$ cat src/rtl/can_tx_priority_logic_if.sv
// Bus between the TX message storage (HPB + TX FIFO), the bit stream processor
// and the TX priority logic. The DUT side uses the slave modport.
interface can_tx_priority_logic_if;
   logic         i_hpb_full;
   logic [127:0] i_hpb_r_data;
   logic         o_hpb_r_en;
   logic         i_tx_empty;
   logic [127:0] i_tx_fifo_r_data;
   logic         o_tx_fifo_r_en;
   logic [127:0] o_tx_message;
   logic         o_tx_req;
   logic         i_tx_done;
   logic         i_tx_arb_lost;
   logic         i_tx_error;
   logic         o_txok;
   logic         o_txdrop;
   logic         o_txbsy;
   logic [7:0]   o_retry_cnt;
   logic [1:0]   dbg_state;
   logic         dbg_src;

   modport master (
      output i_hpb_full, i_hpb_r_data, i_tx_empty, i_tx_fifo_r_data,
             i_tx_done, i_tx_arb_lost, i_tx_error,
      input  o_hpb_r_en, o_tx_fifo_r_en, o_tx_message, o_tx_req,
             o_txok, o_txdrop, o_txbsy, o_retry_cnt, dbg_state, dbg_src
   );

   modport slave (
      input  i_hpb_full, i_hpb_r_data, i_tx_empty, i_tx_fifo_r_data,
             i_tx_done, i_tx_arb_lost, i_tx_error,
      output o_hpb_r_en, o_tx_fifo_r_en, o_tx_message, o_tx_req,
             o_txok, o_txdrop, o_txbsy, o_retry_cnt, dbg_state, dbg_src
   );
endinterface

$ cat src/rtl/can_tx_priority_logic.sv
// Picks the next CAN frame (HPB before TX FIFO), holds it for the BSP and
// tracks success / arbitration loss / error with a bounded retry count.
module can_tx_priority_logic #(
   parameter int unsigned MAX_RETRY = 0
) (
   input  logic                    i_sys_clk,
   input  logic                    i_reset_n,
   can_tx_priority_logic_if.slave  bus
);
   // Handshakes: a source is offered while i_hpb_full=1 / i_tx_empty=0 and is
   // taken by a 1-cycle r_en pulse; o_tx_req is a level held with a stable
   // o_tx_message until the BSP answers with exactly one done/error/arb_lost pulse.
   typedef enum logic [1:0] {IDLE = 2'd0, FETCH = 2'd1, REQ = 2'd2, GAP = 2'd3} state_t;

   localparam logic [7:0] RETRY_LIMIT   = 8'(MAX_RETRY);
   localparam bit         RETRY_FOREVER = (MAX_RETRY == 0);

   state_t       state;
   logic         src_hpb;
   logic [127:0] message;
   logic         req;
   logic         hpb_r_en;
   logic         fifo_r_en;
   logic         txok;
   logic         txdrop;
   logic         busy;
   logic [7:0]   retry_cnt;
   logic         attempt_failed;

   assign attempt_failed = bus.i_tx_error | bus.i_tx_arb_lost;

   always_ff @(posedge i_sys_clk or negedge i_reset_n) begin
      if (!i_reset_n) begin
         state     <= IDLE;
         src_hpb   <= 1'b0;
         message   <= '0;
         req       <= 1'b0;
         hpb_r_en  <= 1'b0;
         fifo_r_en <= 1'b0;
         txok      <= 1'b0;
         txdrop    <= 1'b0;
         busy      <= 1'b0;
         retry_cnt <= '0;
      end else begin
         hpb_r_en  <= 1'b0;
         fifo_r_en <= 1'b0;
         txok      <= 1'b0;
         txdrop    <= 1'b0;
         case (state)
            IDLE: begin
               if (bus.i_hpb_full) begin
                  hpb_r_en  <= 1'b1;
                  message   <= bus.i_hpb_r_data;
                  src_hpb   <= 1'b1;
                  retry_cnt <= '0;
                  req       <= 1'b1;
                  busy      <= 1'b1;
                  state     <= REQ;
               end else if (!bus.i_tx_empty) begin
                  fifo_r_en <= 1'b1;
                  busy      <= 1'b1;
                  state     <= FETCH;
               end
            end
            FETCH: begin
               message   <= bus.i_tx_fifo_r_data;
               src_hpb   <= 1'b0;
               retry_cnt <= '0;
               req       <= 1'b1;
               state     <= REQ;
            end
            REQ: begin
               // done outranks error/arb_lost when pulses coincide
               if (bus.i_tx_done) begin
                  txok  <= 1'b1;
                  req   <= 1'b0;
                  busy  <= 1'b0;
                  state <= IDLE;
               end else if (attempt_failed) begin
                  req <= 1'b0;
                  if (!RETRY_FOREVER && retry_cnt == RETRY_LIMIT) begin
                     txdrop <= 1'b1;
                     busy   <= 1'b0;
                     state  <= IDLE;
                  end else begin
                     if (retry_cnt != 8'hFF) retry_cnt <= retry_cnt + 8'd1;
                     state <= GAP;
                  end
               end
            end
            GAP: begin
               req   <= 1'b1;
               state <= REQ;
            end
            default: state <= IDLE;
         endcase
      end
   end

   assign bus.o_hpb_r_en     = hpb_r_en;
   assign bus.o_tx_fifo_r_en = fifo_r_en;
   assign bus.o_tx_message   = message;
   assign bus.o_tx_req       = req;
   assign bus.o_txok         = txok;
   assign bus.o_txdrop       = txdrop;
   assign bus.o_txbsy        = busy;
   assign bus.o_retry_cnt    = retry_cnt;
   assign bus.dbg_state      = state;
   assign bus.dbg_src        = src_hpb;
endmodule

$ cat src/flat_wrapper.sv
// flat-port wrapper written by rule: the top's interface ports become plain ports
module can_tx_priority_logic_flat 
#(
   parameter int unsigned MAX_RETRY = 0
)
  (i_sys_clk, i_reset_n, bus_i_hpb_full, bus_i_hpb_r_data, bus_i_tx_empty, bus_i_tx_fifo_r_data, bus_i_tx_done, bus_i_tx_arb_lost, bus_i_tx_error, bus_o_hpb_r_en, bus_o_tx_fifo_r_en, bus_o_tx_message, bus_o_tx_req, bus_o_txok, bus_o_txdrop, bus_o_txbsy, bus_o_retry_cnt, bus_dbg_state, bus_dbg_src);
  can_tx_priority_logic_if bus_i ();
  input  logic i_sys_clk;
  input  logic i_reset_n;
  input wire logic [$bits(bus_i.i_hpb_full)-1:0] bus_i_hpb_full;
  input wire logic [$bits(bus_i.i_hpb_r_data)-1:0] bus_i_hpb_r_data;
  input wire logic [$bits(bus_i.i_tx_empty)-1:0] bus_i_tx_empty;
  input wire logic [$bits(bus_i.i_tx_fifo_r_data)-1:0] bus_i_tx_fifo_r_data;
  input wire logic [$bits(bus_i.i_tx_done)-1:0] bus_i_tx_done;
  input wire logic [$bits(bus_i.i_tx_arb_lost)-1:0] bus_i_tx_arb_lost;
  input wire logic [$bits(bus_i.i_tx_error)-1:0] bus_i_tx_error;
  output wire logic [$bits(bus_i.o_hpb_r_en)-1:0] bus_o_hpb_r_en;
  output wire logic [$bits(bus_i.o_tx_fifo_r_en)-1:0] bus_o_tx_fifo_r_en;
  output wire logic [$bits(bus_i.o_tx_message)-1:0] bus_o_tx_message;
  output wire logic [$bits(bus_i.o_tx_req)-1:0] bus_o_tx_req;
  output wire logic [$bits(bus_i.o_txok)-1:0] bus_o_txok;
  output wire logic [$bits(bus_i.o_txdrop)-1:0] bus_o_txdrop;
  output wire logic [$bits(bus_i.o_txbsy)-1:0] bus_o_txbsy;
  output wire logic [$bits(bus_i.o_retry_cnt)-1:0] bus_o_retry_cnt;
  output wire logic [$bits(bus_i.dbg_state)-1:0] bus_dbg_state;
  output wire logic [$bits(bus_i.dbg_src)-1:0] bus_dbg_src;
  assign bus_i.i_hpb_full = bus_i_hpb_full;
  assign bus_i.i_hpb_r_data = bus_i_hpb_r_data;
  assign bus_i.i_tx_empty = bus_i_tx_empty;
  assign bus_i.i_tx_fifo_r_data = bus_i_tx_fifo_r_data;
  assign bus_i.i_tx_done = bus_i_tx_done;
  assign bus_i.i_tx_arb_lost = bus_i_tx_arb_lost;
  assign bus_i.i_tx_error = bus_i_tx_error;
  assign bus_o_hpb_r_en = bus_i.o_hpb_r_en;
  assign bus_o_tx_fifo_r_en = bus_i.o_tx_fifo_r_en;
  assign bus_o_tx_message = bus_i.o_tx_message;
  assign bus_o_tx_req = bus_i.o_tx_req;
  assign bus_o_txok = bus_i.o_txok;
  assign bus_o_txdrop = bus_i.o_txdrop;
  assign bus_o_txbsy = bus_i.o_txbsy;
  assign bus_o_retry_cnt = bus_i.o_retry_cnt;
  assign bus_dbg_state = bus_i.dbg_state;
  assign bus_dbg_src = bus_i.dbg_src;
  can_tx_priority_logic #(.MAX_RETRY(MAX_RETRY)) u_core (.i_sys_clk(i_sys_clk), .i_reset_n(i_reset_n), .bus(bus_i));
endmodule
$ cat config.mk
export PLATFORM = sky130hd
export DESIGN_NAME = can_tx_priority_logic_flat
export DESIGN_NICKNAME = d
export VERILOG_FILES = /design/src/rtl/can_tx_priority_logic_if.sv /design/src/rtl/can_tx_priority_logic.sv /design/src/flat_wrapper.sv
export SDC_FILE = /design/constraint.sdc
export NUM_CORES = 1
export LEC_CHECK = 0
export ABC_CLOCK_PERIOD_IN_PS = 1700
export CORE_AREA = 2 2 157 159
export CTS_CLUSTER_SIZE = 14
export DETAILED_ROUTE_END_ITERATION = 8
export DIE_AREA = 0 0 159 161
export MAX_ROUTING_LAYER = met4
export SYNTH_ARGS = -nofsm -noshare
export SYNTH_HDL_FRONTEND = slang
export SYNTH_SLANG_ARGS = --single-unit
$ cat constraint.sdc
create_clock -name i_sys_clk -period 1.7 [get_ports i_sys_clk]
set_input_delay 0.34 -clock i_sys_clk [delete_from_list [all_inputs] [get_ports i_sys_clk]]
set_output_delay 0.34 -clock i_sys_clk [all_outputs]
set_load 0.005 [all_outputs]
==> flow_summary_export.csv <==
group,metric,value,unit
run_status,outcome,"complete, no violations",
detailed_routing,wl_met2,12300,microns
pwr,switching_share,0.325,
yosys,netlist.top_cell.by_area,"dfrtp_1",
global_routing,overflow,0,
pwr,power.switching,5.63,mW
timing,skew,0.0115,ns
detailed_routing,num_vias,6592,
detailed_routing,drt_iter0_markers,282,
final_layout,drive_gt1_frac,0.0970,
pwr,pwr-share-clk,0.219,
detailed_routing,via_per_inst,4.65,
global_routing,grt_pass1_wl,38900,microns
cts,htreeDepth,4,
die,core,24000,sq um
cts,cts_buffers,17,
pwr,p_int,11.7,mW
global_routing,grt_pass1_vias,6771,
yosys,synth_edf_count,0,
die,ios,408,
yosys,ys.flop_type,"dfrtp_1",
place,place_hpwl,18700,microns
pwr,p_per_area,1440,nW/um^2
timing,setup_viol,0,
place,gp_congestion,0.828,
die,floorplan.initialDensity,0.277,
critical_path,crit_path_max_fanout,2,
global_routing,antenna_found_initial,1,
timing,fmax,0.606,GHz
final_layout,fill_cells,2311,
yosys,syn_inst,664,
critical_path,critical_path.max_stage_delay,0.54,ns
critical_path,cpMaxStageDelayCell,"clkdlybuf4s50_1",
final_layout,areaGrowthSynthToFinish,80.4,%
die,die_w,159,microns
min_path,hold_path_class,"in -> async",
critical_path,crit_buf_inv,1,
detailed_routing,drc,0,
die,core.rowCount,57,
yosys,syn_area_per_cell,10.0,sq um
detailed_routing,antenna_left,0,
critical_path,cp-end-kind,"output port",
place,portBuffers,406,
critical_path,rr_worst_depth,5,
global_routing,grt_max_degree,88,
cts,clk_pin_slew,0.06,ns
cts,cts.sinks,144,
critical_path,cp-start-kind,"flip-flop",
critical_path,crit_chain,"clkdlybuf4s50_1",
yosys,syn-cell-area,6640,sq um
yosys,yosysUniqueCellTypes,43,
cts,cts_tree,"built",
detailed_routing,wl,25500,microns
detailed_routing,top_layer_used,"met4",
timing,fin_crit_sh,0.971,
timing,tns,0,ns
yosys,seq_area_frac_synth,0.542,
timing,timing.final.hold_violations,0,
pwr,max-vdd-ir-drop,0.622,mV
pwr,p_comb_frac,0.444,
yosys,synth_top_area_share,0.542,
yosys,ys_async_sr_fraction,1.00,
timing,period_needed,1.65,ns
yosys,synth_seq_cells,144,
critical_path,crit_cells,1,
flow_run,max-cap-violations,0,
yosys,yosysWarnings,0,
critical_path,path_class,"reg -> out",
yosys,synthTopCellsByArea,"dfrtp_1 (54%), a22oi_1 (9.8%), o21ai_1 (9.6%)",
critical_path,crit_arrival,1.31,ns
die,die_area,25600,sq um
critical_path,cp_top_family,"buffers and inverters",
timing,grt_setup_unrepaired,"false",
cts,clockBufferDepth,2,
pwr,finalPower,17.3,mW
place,placedCellCount,1374,
pwr,p_leak,5.03,nW
final_layout,finalNonFillerCells,1418,
detailed_routing,wl_met3,2040,microns
final_layout,fin_util,0.500,
final_layout,final_nets,1346,
cts,clock_tree.root_cell,"clkbuf_16",
detailed_routing,wl_per_cell,18.0,microns
cts,insertion_delay,0.42,ns
detailed_routing,drt_first_pass_iters,5,
yosys,synth_fp_nets,928,
die,die_h,161,microns
critical_path,required,1.36,ns
timing,slew_viol_final,0,
pwr,pwr-share-seq,0.337,
global_routing,track_usage,0.201,
detailed_routing,met1_length,10400,microns
==> Yosys cell counts, types with 4 or more instances <==
master and number:
dfrtp_1 144, nand2_1 139, o21ai_1 128, a22oi_1 87
mux2i_1 43, clkbuf_1 23, buf_2 19, buf_6 9
nor2_1 9, o21ai_0 8, nand3_1 6, buf_4 5
inv_1 4
==> worst paths after layout <==
check,slack [ns],to,start
max,0.05,bus_o_tx_message[86],u_core.bus.o_tx_message[86]
min,0.39,u_core.bus.o_tx_message[127],i_reset_n
max reg2reg,0.10,u_core.bus.o_retry_cnt[2],u_core.bus.dbg_state[0]
min reg2reg,0.48,u_core.bus.o_tx_message[65],u_core.bus.o_tx_message[65]
max in group asynchronous,0.75,u_core.bus.o_tx_message[4],i_reset_n
min in group i_sys_clk,0.48,u_core.bus.o_tx_message[65],u_core.bus.o_tx_message[65]
==> placed cells by master, fill, tap and decap left out, types with 2 or more instances in the layout <==
master           count
clkinv_2             4
nand3_1              6
a22oi_1             87
buf_4               31
bufinv_16            3
buf_12              11
nor4_1               3
inv_6                3
buf_8                2
nor2_1               8
inv_1                4
clkbuf_16           19
clkinv_4             2
clkdlybuf4s50_1    382
dlygate4sd2_1       13
o21ai_2              2
dfrtp_4              2
dlymetal6s2s_1      10
o311ai_1             2
mux2i_1             43
nand2_1            139
a21oi_1              3
nand2b_1             3
o21ai_1            128
o211ai_1             2
o21ai_0              8
dfrtp_1            136
dfrtp_2              6
buf_6                3
nor3_1               3
==> per-layer routing <==
metal	global-route usage	vias up
li1	-	3198
met1	0.238	3065
met2	0.325	295
met3	0.0588	34
met4	0.0752	0
met5	-	-
==> state kept, by name (all words and copies together) (netlist names) <==
name                       cells
u_core.bus.o_tx_message      128
u_core.bus.o_retry_cnt         8
u_core.bus.dbg_state           2
u_core.bus.dbg_src             1
u_core.bus.o_hpb_r_en          1
u_core.bus.o_tx_fifo_r_en      1
u_core.bus.o_tx_req            1
u_core.bus.o_txbsy             1
u_core.bus.o_txok              1
==> cell type report <==
cell class	count	area, sq um	area share
Timing Repair Buffer	455	4640	0.387
Sequential cell	144	3620	0.302
Multi-Input combinational cell	459	2710	0.226
Clock buffer	17	425	0.0355
Tap cell	324	405	0.0338
Clock inverter	13	161	0.0135
Inverter	5	18.8	0.00157
Antenna cell	1	2.50	0.000209
==> power by group through the flow <==
stage	combinational, mW	clock, mW	sequential (mW)
final	7.69	3.79	5.82
after global routing	8.40	4.06	6.04
after CTS	7.74	3.90	5.83
after detailed placement	7.66	0	5.92
after global placement	7.61	0	5.87
after floorplan	2.61	0	5.95
==> cell families after synthesis <==
kind of cell / count (synthesis) / share of synthesized area
AO/OA/AOI/OAI: 241 / 0.230
AND/OR/NAND/NOR: 173 / 0.110
flip-flops: 144 / 0.542
buffers and inverters: 61 / 0.0510
multiplexers: 43 / 0.0648
adder cells (fa/ha/maj): 1 / 0.00188
other: 1 / 0.000564
==> stage by stage <==
| stage | setup WS (ns) | cell area, sq um | hold WS (ns) |
|---|---|---|---|
| 6_report | 0.0492 | 12000 | 0.389 |
| 5_1_grt | 0.000603 | 12000 | 0.418 |
| 4_1_cts | 0.00267 | 11900 | 0.370 |
| 3_5_place_dp | -0.0732 | 11200 | 0.265 |
| 3_3_place_gp | -0.0538 | 11200 | 0.265 |
| 2_1_floorplan | 0.162 | 6640 | 0.0444 |
==> what timing repair did <==
action,CTS,global route
buffers inserted,10,1
pin swaps,0,2
cloned,0,2
endpoints found under the setup margin,19,96
endpoints found under the hold margin,27,0
resized for setup,19,19
hold buffers,1,0
(Power assumes the default switching activity.)
